===== src/rtl/servo_pkg.sv =====
// Shared constants, duty types and the duty clamp helper for the servo PWM slice.
// Latency: n/a (package only).
// Backpressure: n/a.
package servo_pkg;

    localparam int DUTY_W = 10;

    // Production defaults: 25 MHz clock, 32 us per duty unit, 20 ms frame.
    localparam int DEF_TICK_CYCLES  = 800;
    localparam int DEF_PERIOD_TICKS = 625;
    localparam int DEF_DUTY_MIN     = 15;
    localparam int DEF_DUTY_MAX     = 75;
    localparam int DEF_DUTY_RESET   = 45;
    localparam int DEF_SLEW_STEP    = 2;

    typedef logic [DUTY_W-1:0] duty_t;
    // One extra bit so stepping near 0 or full scale cannot wrap.
    typedef logic [DUTY_W:0]   duty_ext_t;

    function automatic duty_ext_t clamp_duty(input duty_t d, input int lo, input int hi);
        duty_ext_t de;
        de = {1'b0, d};
        if (de < duty_ext_t'(lo)) begin
            return duty_ext_t'(lo);
        end
        if (de > duty_ext_t'(hi)) begin
            return duty_ext_t'(hi);
        end
        return de;
    endfunction

endpackage


===== src/rtl/servo_frame_timer.sv =====
// Frame timebase: sub_cnt divides the clock into duty units, frame_tick counts units per frame.
// Latency: frame_last/frame_start are combinational from the counters; frame_tick_nxt is the next-state value.
// Backpressure: none, free-running.
// Ports: clk25mhz, reset (sync, active-high) in; frame_tick_nxt, frame_last, frame_start out.
module servo_frame_timer
    import servo_pkg::*;
#(
    parameter int TICK_CYCLES  = DEF_TICK_CYCLES,
    parameter int PERIOD_TICKS = DEF_PERIOD_TICKS,
    localparam int SUB_W  = (TICK_CYCLES  > 1) ? $clog2(TICK_CYCLES)  : 1,
    localparam int TICK_W = (PERIOD_TICKS > 1) ? $clog2(PERIOD_TICKS) : 1
) (
    input  logic              clk25mhz,
    input  logic              reset,
    output logic [TICK_W-1:0] frame_tick_nxt,
    output logic              frame_last,
    output logic              frame_start
);

    logic [SUB_W-1:0]  sub_cnt;
    logic [SUB_W-1:0]  sub_cnt_nxt;
    logic [TICK_W-1:0] frame_tick;
    logic              sub_wrap;

    assign sub_wrap   = (sub_cnt == SUB_W'(TICK_CYCLES - 1));
    assign frame_last = sub_wrap && (frame_tick == TICK_W'(PERIOD_TICKS - 1));

    // Gated by reset so the pulse is absent while held in reset yet present on
    // the very first cycle after release, when both counters sit at zero.
    assign frame_start = !reset && (sub_cnt == '0) && (frame_tick == '0);

    always_comb begin
        sub_cnt_nxt    = sub_wrap ? '0 : sub_cnt + SUB_W'(1);
        frame_tick_nxt = frame_tick;
        if (frame_last) begin
            frame_tick_nxt = '0;
        end else if (sub_wrap) begin
            frame_tick_nxt = frame_tick + TICK_W'(1);
        end
    end

    always_ff @(posedge clk25mhz) begin
        if (reset) begin
            sub_cnt    <= '0;
            frame_tick <= '0;
        end else begin
            sub_cnt    <= sub_cnt_nxt;
            frame_tick <= frame_tick_nxt;
        end
    end

endmodule


===== src/rtl/servo_pwm_slew.sv =====
// Servo PWM stage: clamps and slew-limits the target duty, applies it only at frame boundaries.
// Latency: new duty/enable visible in the frame after the boundary that samples them; servoSignal registered, aligned with frame_start.
// Backpressure: none; duty_cycle_input and enable are sampled once per frame and otherwise ignored.
// Ports: clk25mhz, reset, enable, duty_cycle_input[9:0] in; servoSignal, active_duty[9:0], at_target, frame_start out.
module servo_pwm_slew
    import servo_pkg::*;
#(
    parameter int TICK_CYCLES  = DEF_TICK_CYCLES,
    parameter int PERIOD_TICKS = DEF_PERIOD_TICKS,
    parameter int DUTY_MIN     = DEF_DUTY_MIN,
    parameter int DUTY_MAX     = DEF_DUTY_MAX,
    parameter int DUTY_RESET   = DEF_DUTY_RESET,
    parameter int SLEW_STEP    = DEF_SLEW_STEP
) (
    input  logic              clk25mhz,
    input  logic              reset,
    input  logic              enable,
    input  logic [DUTY_W-1:0] duty_cycle_input,
    output logic              servoSignal,
    output logic [DUTY_W-1:0] active_duty,
    output logic              at_target,
    output logic              frame_start
);

    localparam int TICK_W = (PERIOD_TICKS > 1) ? $clog2(PERIOD_TICKS) : 1;

    logic [TICK_W-1:0] frame_tick_nxt;
    logic              frame_last;

    duty_ext_t tgt;
    duty_ext_t cur;
    duty_ext_t diff;
    duty_ext_t step;
    duty_ext_t duty_nxt;
    logic      gate_en;
    logic      gate_nxt;
    logic      going_up;

    servo_frame_timer #(
        .TICK_CYCLES  (TICK_CYCLES),
        .PERIOD_TICKS (PERIOD_TICKS)
    ) u_timer (
        .clk25mhz       (clk25mhz),
        .reset          (reset),
        .frame_tick_nxt (frame_tick_nxt),
        .frame_last     (frame_last),
        .frame_start    (frame_start)
    );

    // Step toward the clamped target by at most SLEW_STEP; a zero step size
    // means jump straight there. Taking the smaller of |diff| and the step
    // prevents overshoot.
    always_comb begin
        tgt      = clamp_duty(duty_cycle_input, DUTY_MIN, DUTY_MAX);
        cur      = {1'b0, active_duty};
        going_up = (tgt >= cur);
        diff     = going_up ? (tgt - cur) : (cur - tgt);
        step     = diff;
        if ((SLEW_STEP != 0) && (diff > duty_ext_t'(SLEW_STEP))) begin
            step = duty_ext_t'(SLEW_STEP);
        end
        duty_nxt = cur;
        gate_nxt = gate_en;
        if (frame_last) begin
            duty_nxt = going_up ? (cur + step) : (cur - step);
            gate_nxt = enable;
        end
    end

    // servoSignal is computed from next-state values so the first high cycle
    // of a frame coincides with frame_start instead of lagging by one clock.
    always_ff @(posedge clk25mhz) begin
        if (reset) begin
            active_duty <= DUTY_W'(DUTY_RESET);
            gate_en     <= 1'b0;
            servoSignal <= 1'b0;
            at_target   <= 1'b0;
        end else begin
            active_duty <= duty_nxt[DUTY_W-1:0];
            gate_en     <= gate_nxt;
            servoSignal <= gate_nxt && (32'(frame_tick_nxt) < 32'(duty_nxt));
            if (frame_last) begin
                at_target <= (duty_nxt == tgt);
            end
        end
    end

endmodule


===== config.mk =====
export PLATFORM = sky130hd
export DESIGN_NAME = servo_pwm_slew
export DESIGN_NICKNAME = d
export VERILOG_FILES = /design/src/rtl/servo_pkg.sv /design/src/rtl/servo_frame_timer.sv /design/src/rtl/servo_pwm_slew.sv
export SDC_FILE = /design/constraint.sdc
export NUM_CORES = 1
export LEC_CHECK = 0
export CORE_MARGIN = 1
export CORE_UTILIZATION = 35
export DETAILED_ROUTE_END_ITERATION = 7
export GPL_ROUTABILITY_DRIVEN = 0
export GPL_TIMING_DRIVEN = 0
export SETUP_SLACK_MARGIN = 0.02
export SYNTH_ARGS = -nofsm -noshare
export SYNTH_HDL_FRONTEND = slang
export SYNTH_SLANG_ARGS = --single-unit

===== constraint.sdc =====
create_clock -name clk25mhz -period 10.55 [get_ports clk25mhz]
set_input_delay 1.055 -clock clk25mhz [delete_from_list [all_inputs] [get_ports clk25mhz]]
set_output_delay 1.055 -clock clk25mhz [all_outputs]
set_load 0.02 [all_outputs]

# After elaboration in Yosys (flattened, before gate mapping)

Cells that the tools add are included.

Flip-flop bits (word level): 33
Bits of input ports: 13
Logic and storage cells: 42

Add/sub/neg operators: 6
Magnitude comparators: 5
Equal/unequal tests: 3
Multiplexer cells: 14
Reductions and logical operators: 8

Operators by type and width:

| kind                    | count |
|---|---|
| $mux W11                | 8 |
| $sub A10 B11 Y11        | 2 |
| $add A10 B1 Y10 const B | 2 |
| $eq A10 B10 Y1 const B  | 2 |
| $logic_not A10 Y1       | 2 |
| $mux W10                | 2 |
| $add A10 B11 Y11        | 1 |
| $eq A11 B11 Y1          | 1 |
| $ge A11 B10 Y1          | 1 |
| $gt A11 B2 Y1 const B   | 1 |
| $lt A10 B11 Y1          | 1 |
| $sub A11 B10 Y11        | 1 |
| $gt A10 B7 Y1 const B   | 1 |
| $lt A10 B4 Y1 const B   | 1 |
| $logic_and A1 B1 Y1     | 4 |
| $mux W1                 | 4 |
| $reduce_or A2 Y1        | 1 |
| $logic_not A1 Y1        | 1 |

# Longest topological paths before layout

Gate-level depths: netlist of run 1.

Depth after elaboration: 14
Gate-level depth with buffers: 31
Depth with buffers taken out: 31

# Cells and area by module

From an unflattened synthesis of run 1, not the netlist that was laid out.

Cells, all modules: 488
Area total of the unflattened synthesis: 3721.1 um^2

Modules (own cells, without submodules):

| module            | instances | cells each | area an instance (um^2) |
|---|---|---|---|
| servo_pwm_slew    | 1         | 355        | 2586.2 |
| servo_frame_timer | 1         | 133        | 1134.8 |

# Worst setup path before layout of run 1

Ideal clock, no wire load.

Path kind: input to register
Start: in duty_cycle_input[3]
End: reg servoSignal
Library setup time: 65 ps
Data arrival time: 6618 ps
Data required time: 10485 ps
Path slack: 3867 ps
Cell stages on the path: 31
Buffers on the path: 0
Path through: a211o_1 mux2i_1 nand3b_1 inv_1 ha_1 inv_1 fa_1 a21o_2 a221oi_1 o21bai_1 a21oi_1 a21o_1 o21ai_1 nor4_4 nand4b_1 ha_1 nor2_1 a31o_1 fa_1 nor2b_1 o31ai_1 a21oi_1 nor2_1 xnor2_1 a21oi_1 ha_1 o21a_1 o21ai_0 a211oi_1 o31a_1 nor2b_1

Word-level cells in the longest chain between the ends: 14
Elaborated cells on any way between the ends: 20
Classes of those cells: add/sub (4); order compare (5); mux (10); reduce/logical (1)

RTL lines:

| element                                                     | RTL line             | RTL |
|---|---|---|
| start: declaration                                          | servo_pwm_slew.sv:18 | `input logic [DUTY_W-1:0] duty_cycle_input,` |
| $gt A10 B7 Y1                                               | servo_pkg.sv:26      | `if (de > duty_ext_t'(hi)) begin` |
| $mux W1 (2 in series)                                       | servo_pkg.sv:26      |  |
| $mux W11                                                    | servo_pkg.sv:29      | `return de;` |
| $mux W11 *                                                  | servo_pkg.sv:26      |  |
| $sub A10 B11 Y11, or another cell as far along              | servo_pwm_slew.sv:57 | `diff = going_up ? (tgt - cur) : (cur - tgt);` |
| $mux W11                                                    | servo_pwm_slew.sv:57 |  |
| $gt A11 B2 Y1                                               | servo_pwm_slew.sv:59 | `if ((SLEW_STEP != 0) && (diff > duty_ext_t'(SLEW_STEP))) begin` |
| $mux W11                                                    | servo_pwm_slew.sv:59 |  |
| $sub A10 B11 Y11 / $add A10 B11 Y11 (equally long branches) | servo_pwm_slew.sv:65 | `duty_nxt = going_up ? (cur + step) : (cur - step);` |
| $mux W11 *                                                  | servo_pwm_slew.sv:65 |  |
| $mux W11 *                                                  | servo_pwm_slew.sv:64 | `if (frame_last) begin` |
| $lt A10 B11 Y1 *                                            | servo_pwm_slew.sv:81 | `servoSignal <= gate_nxt && (32'(frame_tick_nxt) < 32'(duty_nxt));` |
| $logic_and A1 B1 Y1 *                                       | servo_pwm_slew.sv:81 |  |
| end signal: assignment                                      | servo_pwm_slew.sv:81 |  |
| end: declaration                                            | servo_pwm_slew.sv:19 | `output logic servoSignal,` |

Mark *: on every way between the ends. The rest lies on a longest branch, timed or not. The select of a mux whose other input is x is not followed.
A chain may end at the register's enable or synchronous reset.

# Worst setup path in the final report of run 1

Start: in duty_cycle_input[4]
End: reg servoSignal

Same word-level chain as after synthesis.

==> impl_metrics.prom, run 1 <==
# TYPE chip_impl_metric gauge
chip_impl_metric{name="critPathMaxFanout",unit=""} 9
chip_impl_metric{name="ys_seq_area_frac",unit=""} 0.186
chip_impl_info{name="start_kind",value="input port"} 1
chip_impl_metric{name="dieWidth",unit="um"} 103
chip_impl_metric{name="cts_max_level",unit=""} 2
chip_impl_metric{name="drt_wl_total",unit="um"} 9220
chip_impl_metric{name="maxCapViolations",unit=""} 0
chip_impl_metric{name="initial_utilization",unit=""} 0.362
chip_impl_metric{name="antenna_found_initial",unit=""} 0
chip_impl_info{name="worst_r2r_startpoint",value="active_duty[1]"} 1
chip_impl_metric{name="filler_cell_count",unit=""} 1051
chip_impl_metric{name="ir_worst_vdd",unit="mV"} 0.0784
chip_impl_metric{name="detailroute.via_count",unit=""} 3385
chip_impl_metric{name="clock_period_minus_final_worst_setup_slack",unit="ns"} 7.86
chip_impl_info{name="timing.hold.worst.class",value="reg2reg"} 1
chip_impl_metric{name="post_synth_edffs",unit=""} 0
chip_impl_metric{name="drt.antenna.violating_nets",unit=""} 0
chip_impl_metric{name="seqCellArea",unit="um^2"} 661
chip_impl_metric{name="grt_first_pass_wirelength",unit="um"} 15400
chip_impl_metric{name="worst-r2r-setup-slack",unit="ns"} 4.05
chip_impl_info{name="tritoncts",value="yes"} 1
chip_impl_info{name="unrepaired_setup_endpoints_after_global_routing",value="false"} 1
chip_impl_metric{name="gr-total-overflow",unit=""} 0
chip_impl_metric{name="overall_global_routing_resource_usage",unit=""} 0.187
chip_impl_info{name="crit_type",value="in2reg"} 1
chip_impl_metric{name="die_h",unit="um"} 103
chip_impl_info{name="critPathSlowestCell",value="clkdlybuf4s50_1"} 1
chip_impl_metric{name="post-route-cell-area",unit="um^2"} 4060
chip_impl_metric{name="detailedRoute.firstIterationViolations",unit=""} 112
chip_impl_metric{name="hold_slack",unit="ns"} 0.484
chip_impl_info{name="timing.rr.end",value="servoSignal"} 1
chip_impl_metric{name="holdBufCountCts",unit=""} 0
chip_impl_metric{name="report.final.slew_viol_count",unit=""} 0
chip_impl_metric{name="syn2layout_area_growth",unit="%"} 14.3
chip_impl_metric{name="multi_input_comb_area",unit="um^2"} 2670
chip_impl_metric{name="synthesis.area",unit="um^2"} 3550
chip_impl_metric{name="firstDrtPassIters",unit=""} 4
chip_impl_metric{name="maximum_number_of_pins_on_one_net_before_global_route_repair",unit=""} 11
chip_impl_metric{name="ctsLongestPathBuffers",unit=""} 2
chip_impl_metric{name="max_freq",unit="MHz"} 127
chip_impl_metric{name="die_area",unit="um^2"} 10600
chip_impl_metric{name="dp_cells",unit=""} 614
chip_impl_metric{name="avgRoutedWirePerCell",unit="um"} 14.8
chip_impl_metric{name="setup_tns",unit="ns"} 0
chip_impl_info{name="endpoint_kind",value="register"} 1
chip_impl_metric{name="dpl-instance-area",unit="um^2"} 3970
chip_impl_info{name="worstSetupStartpoint",value="duty_cycle_input[4]"} 1
chip_impl_metric{name="insertion_delay",unit="ns"} 0.28
chip_impl_info{name="clock_tree_root_driver_cell",value="clkbuf_8"} 1
chip_impl_metric{name="non_filler_cells_final",unit=""} 621
chip_impl_metric{name="design.final.nets",unit=""} 549
chip_impl_info{name="synthFlopType",value="dfxtp_1"} 1
chip_impl_metric{name="p_leak",unit="nW"} 1.72
chip_impl_metric{name="place_ws",unit="ns"} 2.43
chip_impl_metric{name="fp-row-count",unit=""} 36
chip_impl_metric{name="hold_viol",unit=""} 0
chip_impl_metric{name="count_of_boundary_i_o_pins",unit=""} 26
chip_impl_metric{name="drive_above_1_share",unit=""} 0.0738
chip_impl_info{name="critical_path.most_common_cell",value="ha_1"} 1
chip_impl_metric{name="setup_viol",unit=""} 0
chip_impl_metric{name="ys_ff_latch",unit=""} 33
chip_impl_metric{name="placeableCoreArea",unit="um^2"} 9820
chip_impl_metric{name="resized_after_cts",unit=""} 0
chip_impl_metric{name="utilization",unit=""} 0.413
chip_impl_metric{name="clock_sink_count",unit=""} 33
chip_impl_metric{name="synthesis.instances",unit=""} 453
chip_impl_metric{name="route.detailed.vias_per_inst",unit=""} 5.45
chip_impl_metric{name="port_buffers",unit=""} 24
chip_impl_metric{name="ys_async_sr_fraction",unit=""} 0
chip_impl_metric{name="design_power_total",unit="mW"} 0.284
chip_impl_metric{name="worst_ep_arrival_time",unit="ns"} 8.08
chip_impl_metric{name="power.density_cell_area",unit="nW/um^2"} 70.0
chip_impl_info{name="setup.worst_path.end",value="servoSignal"} 1
chip_impl_metric{name="timing.slew.headroom",unit=""} 0.622
chip_impl_metric{name="number_of_cells_traversed_by_the_worst_register_to_register_path",unit=""} 26
chip_impl_metric{name="first_global_vias",unit=""} 3313
chip_impl_metric{name="antenna-diode-count",unit=""} 0
chip_impl_metric{name="clkTransAtPathRegs",unit="ns"} 0.06
chip_impl_metric{name="timing_worst_slew_pin_value",unit="ns"} 0.567
chip_impl_metric{name="yosys.cell_types.count",unit=""} 70
chip_impl_metric{name="synth_area_per_cell",unit="um^2"} 7.84
chip_impl_metric{name="cts_buffers",unit=""} 5
chip_impl_metric{name="timing.final.crit_share",unit=""} 0.745
chip_impl_metric{name="finalClockSkew",unit="ns"} 0.00298
chip_impl_metric{name="drc",unit=""} 0
chip_impl_metric{name="cts.repair_timing.setup_buffer_count",unit=""} 0
chip_impl_info{name="status",value="complete, no violations"} 1
chip_impl_metric{name="worst-endpoint-required",unit="ns"} 10.77
chip_impl_metric{name="fin_ws",unit="ns"} 2.69
chip_impl_metric{name="ys.warnings.count",unit=""} 0
chip_impl_metric{name="critPathMaxStageDelay",unit="ns"} 0.52
chip_impl_metric{name="place.detailed.hpwl",unit="um"} 7440
[critical path, delay by kind of cell]
kind            cells  cell delay, ns
compound gates     14            2.93
simple gates        7            1.53
buf+inv             3            0.69
xor+xnor            1            0.16
mux                 1            0.18
fa+ha+maj           5            1.52
[placed cells by master (no fill, tap or decap), drive strengths merged, types with 4 or more instances in the layout]
master         instances
nand4                 10
and3                   7
o21a                   7
nor2                  45
nand2                 30
o211ai                 6
and4                   4
conb                   6
xor2                  18
buf                   12
ha                    45
a21o                  10
dfxtp                 33
a41oi                  4
xnor2                 15
a211oi                 4
o21ai                 18
clkdlybuf4s50         24
a31oi                  4
nor2b                  9
nor3                  23
o2111ai                5
a21oi                 36
nor4                   5
nand3b                 4
clkbuf                15
nand3                 13
inv                   30
[kinds of logic (layout without fill, tap and decap cells)]
logic type,after synthesis,after routing,share of synthesized area
adder cells (fa/ha/maj),48,48,0.175
AO/OA/AOI/OAI,119,119,0.237
buffers and inverters,50,81,0.0662
XOR/XNOR,33,33,0.0814
AND/OR/NAND/NOR,166,166,0.246
multiplexers,2,2,0.00564
other,2,6,0.00211
flip-flops,33,33,0.186
[state kept, by name, summed over array words and instances (netlist names)]
name	cells
u_timer.sub_cnt	10
active_duty	10
servoSignal	1
gate_en	1
at_target	1
u_timer.frame_tick	10
[cell usage after synthesis, drive strengths merged (6+ instances only)]
library cell | number | share of area
nor2 | 45 | 0.048
o21a | 7 | 0.015
o211ai | 6 | 0.017
xnor2 | 15 | 0.037
nand2 | 30 | 0.032
xor2 | 18 | 0.044
dfxtp | 33 | 0.19
a21o | 10 | 0.022
a21oi | 36 | 0.052
and3 | 7 | 0.012
ha | 45 | 0.16
clkbuf | 8 | 0.0085
nor2b | 9 | 0.018
nand3 | 13 | 0.018
o21ai | 18 | 0.025
nor3 | 23 | 0.034
buf | 12 | 0.026
nand4 | 10 | 0.019
inv | 30 | 0.032
[how the worst min path moves through the flow]
stage | from | to | depth (start not counted)
after floorplan | gate_en | gate_en | 2
after global placement | gate_en | gate_en | 2
after detailed placement | gate_en | gate_en | 2
after CTS | gate_en | gate_en | 2
after global routing | gate_en | gate_en | 2
final | gate_en | gate_en | 2
[routing by layer]
metal / vias to the layer above / routed length, um / global-route usage
met1: 1588 / 4220 / 0.223
met2: 78 / 4470 / 0.344
met3: 17 / 326 / 0.0224
li1: 1702 / - / -
met4: 0 / 204 / 0.0628
met5: - / 0 / 0
[area by class of cell]
| type | instances | area share |
|---|---|---|
| repair buffers | 24 | 0.0592 |
| plain buffers | 20 | 0.0302 |
| inverters | 30 | 0.0277 |
| multi-input cells | 374 | 0.658 |
| clock buffers | 7 | 0.0213 |
| well taps | 133 | 0.0410 |
| flip-flops and latches | 33 | 0.163 |
[where the power goes]
part | switching [mW] | leakage [nW] | internal [mW]
Combinational | 0.0357 | 1.41 | 0.0269
Sequential | 0.00113 | 0.266 | 0.126
Clock | 0.0432 | 0.0443 | 0.0517
(Power assumes the default switching activity.)
==> run 2: changes to the inputs <==
==> constraint.sdc (replaced) <==
create_clock -name clk25mhz -period 7.7 [get_ports clk25mhz]
set_input_delay 0.77 -clock clk25mhz [delete_from_list [all_inputs] [get_ports clk25mhz]]
set_output_delay 0.77 -clock clk25mhz [all_outputs]
set_load 0.02 [all_outputs]
==> run 2 against run 1 <==
  * Die area is the same
  * Routed wire length grew 1.7%
  * Cell count grew 0.81%
  * Count of clock-buffer cells in the layout is the same
  * Register-to-register slack worse by 2.6 ns
  * Global-route usage did not move
  * Design area up 2.0%
  * Sequential power grew 37%
  * Combinational power grew 41%
==> impl_metrics.prom, run 2 (synthesis results as in run 1) <==
# TYPE chip_impl_metric gauge
chip_impl_metric{name="placeableCoreArea",unit="um^2"} 9820
chip_impl_metric{name="met1Wirelength",unit="um"} 4320
chip_impl_metric{name="design.final.nets",unit=""} 554
chip_impl_metric{name="fp-row-count",unit=""} 36
chip_impl_metric{name="firstDrtPassIters",unit=""} 4
chip_impl_metric{name="wl_met3",unit="um"} 301
chip_impl_metric{name="clkTransAtPathRegs",unit="ns"} 0.06
chip_impl_metric{name="p_leak",unit="nW"} 1.74
chip_impl_metric{name="finalClockSkew",unit="ns"} 0.00320
chip_impl_metric{name="worst-endpoint-required",unit="ns"} 7.92
chip_impl_metric{name="timing.final.crit_share",unit=""} 0.937
chip_impl_metric{name="gr-total-overflow",unit=""} 0
chip_impl_info{name="unrepaired_setup_endpoints_after_global_routing",value="false"} 1
chip_impl_metric{name="drc",unit=""} 0
chip_impl_metric{name="insertion_delay",unit="ns"} 0.28
chip_impl_info{name="endpoint_kind",value="register"} 1
chip_impl_info{name="timing.hold.worst.class",value="reg2reg"} 1
chip_impl_info{name="top_registers",value="active_duty x10, u_timer.frame_tick x10, u_timer.sub_cnt x10"} 1
chip_impl_metric{name="die_area",unit="um^2"} 10600
chip_impl_metric{name="ctsLongestPathBuffers",unit=""} 2
chip_impl_metric{name="cts_buffers",unit=""} 5
chip_impl_info{name="start_kind",value="input port"} 1
chip_impl_metric{name="maximum_number_of_pins_on_one_net_before_global_route_repair",unit=""} 11
chip_impl_metric{name="report.final.slew_viol_count",unit=""} 0
chip_impl_info{name="status",value="complete, no violations"} 1
chip_impl_metric{name="detailroute.wirelength.met2",unit="um"} 4570
chip_impl_metric{name="fin_ws",unit="ns"} 0.483
chip_impl_metric{name="cts_max_level",unit=""} 2
chip_impl_metric{name="max_freq",unit="MHz"} 139
chip_impl_metric{name="seqPwrFrac",unit=""} 0.443
chip_impl_metric{name="power.density_cell_area",unit="nW/um^2"} 94.7
chip_impl_metric{name="initial_utilization",unit=""} 0.362
chip_impl_metric{name="port_buffers",unit=""} 24
chip_impl_metric{name="avgRoutedWirePerCell",unit="um"} 15.0
chip_impl_metric{name="drt.antenna.violating_nets",unit=""} 0
chip_impl_metric{name="hold_viol",unit=""} 0
chip_impl_metric{name="grt_first_pass_wirelength",unit="um"} 15400
chip_impl_info{name="crit_type",value="in2reg"} 1
chip_impl_metric{name="power.share.clock",unit=""} 0.332
chip_impl_metric{name="utilization",unit=""} 0.422
chip_impl_metric{name="maxCapViolations",unit=""} 0
chip_impl_metric{name="timing.slew.headroom",unit=""} 0.617
chip_impl_metric{name="place_ws",unit="ns"} -0.135
chip_impl_metric{name="dieWidth",unit="um"} 103
chip_impl_metric{name="worst-r2r-setup-slack",unit="ns"} 1.47
chip_impl_metric{name="antenna-diode-count",unit=""} 0
chip_impl_metric{name="overall_global_routing_resource_usage",unit=""} 0.187
chip_impl_metric{name="detailedRoute.firstIterationViolations",unit=""} 128
chip_impl_metric{name="place.detailed.hpwl",unit="um"} 7440
chip_impl_info{name="cpLargestDelayFamily",value="compound AO/OA/AOI/OAI gates"} 1
chip_impl_metric{name="setup_viol",unit=""} 0
chip_impl_metric{name="drive_above_1_share",unit=""} 0.0953
chip_impl_metric{name="critPathMaxFanout",unit=""} 10
chip_impl_metric{name="holdBufCountCts",unit=""} 0
chip_impl_info{name="critical_path.most_common_cell",value="ha_1"} 1
chip_impl_metric{name="ir_worst_vdd",unit="mV"} 0.107
chip_impl_metric{name="drt_wl_total",unit="um"} 9380
chip_impl_metric{name="p_sw_frac",unit=""} 0.283
chip_impl_metric{name="antenna_found_initial",unit=""} 0
chip_impl_metric{name="clock_sink_count",unit=""} 33
chip_impl_metric{name="p_int",unit="mW"} 0.281
chip_impl_metric{name="route.detailed.vias_per_inst",unit=""} 5.44
chip_impl_metric{name="syn2layout_area_growth",unit="%"} 16.6
chip_impl_metric{name="count_of_boundary_i_o_pins",unit=""} 26
chip_impl_info{name="critPathSlowestCell",value="or3_1"} 1
chip_impl_info{name="mostFrequentLayoutCell",value="ha_1"} 1
chip_impl_metric{name="detailroute.via_count",unit=""} 3405
chip_impl_metric{name="first_global_vias",unit=""} 3313
chip_impl_metric{name="timing_worst_slew_pin_value",unit="ns"} 0.575
chip_impl_info{name="layout.cells.most_common_list",value="44 x ha_1, 43 x nor2_1, 34 x a21oi_1"} 1
chip_impl_info{name="tritoncts",value="yes"} 1
chip_impl_metric{name="comb_power_share",unit=""} 0.226
chip_impl_metric{name="die_h",unit="um"} 103
chip_impl_metric{name="p_switching",unit="mW"} 0.111
chip_impl_metric{name="path_buf_inv",unit=""} 4
chip_impl_metric{name="clock_period_minus_final_worst_setup_slack",unit="ns"} 7.22
chip_impl_metric{name="worst_ep_arrival_time",unit="ns"} 7.43
chip_impl_info{name="dr.max_layer_used",value="met4"} 1
chip_impl_info{name="clock_tree_root_driver_cell",value="clkbuf_8"} 1
chip_impl_metric{name="critPathMaxStageDelay",unit="ns"} 0.46
run 2: cell types whose count changed in the layout (fill, tap and decap cells not counted), sizes merged:
cell / previous run / this run
clkbuf: 15 / 16
buf: 12 / 16
run 2: power groups by stage:
stage	registers, mW	clock network (mW)	logic (mW)
finish	0.174	0.130	0.0884
global route	0.174	0.142	0.0967
CTS	0.174	0.134	0.0845
global placement	0.177	0	0.0827
detailed placement	0.177	0	0.0840
floorplan	0.177	0	0.0617
run 2: metal layers:
metal	GRT usage	up-vias
met3	0.0224	15
met2	0.344	77
met1	0.223	1606
met4	0.0628	0
li1	-	1707
met5	0	-
run 2: repair_timing:
item                       CTS  global route
gates resized for setup      0             9
buffers inserted             0             5
setup endpoints to repair    0             2
run 2: per-stage QoR:
stage	cell area (um^2)	cells	total power, mW	hold WS, ns	TNS [ns]
finish	4140	626	0.392	0.484	0
global route	4140	626	0.412	0.504	0
CTS	4060	621	0.393	0.484	0
detailed placement	3970	614	0.261	0.474	-0.135
global placement	3970	614	0.260	0.473	-0.0802
floorplan	3570	457	0.239	0.434	0
run 2: worst paths after layout:
check | endpoint | start | cells after the start
worst min-delay path | gate_en | gate_en | 2
worst max-delay path | servoSignal | duty_cycle_input[9] | 30
worst min register to register | gate_en | gate_en | 2
worst max register to register | servoSignal | active_duty[1] | 27
run 2: final cells by class:
class | instances | area (um^2)
Timing Repair Buffer | 29 | 278
Clock buffer | 7 | 86.3
Buffer | 20 | 125
Multi-Input combinational cell | 374 | 2710
Tap cell | 133 | 166
Fill cell | 1048 | 5680
Inverter | 30 | 113
Sequential cell | 33 | 661
run 2: worst register-to-register path, cell delays in order, from the launching register on:
cell and delay (ns):
dfxtp_1 0.51, inv_1 0.19, ha_1 0.36, nor2b_4 0.14
o31a_4 0.31, o211a_1 0.27, buf_2 0.21, a211oi_1 0.31
o21ai_0 0.16, a211oi_2 0.34, nor4_4 0.12, buf_4 0.16
and3_1 0.16, ha_1 0.26, nor3_1 0.23, ha_1 0.31
nor2b_1 0.17, o31ai_2 0.31, a21oi_1 0.15, nor2_1 0.15
xnor2_1 0.16, a21oi_1 0.12, ha_1 0.29, o21a_1 0.10
o21ai_0 0.21, a211oi_1 0.07, o31a_1 0.28, nor2b_1 0.11
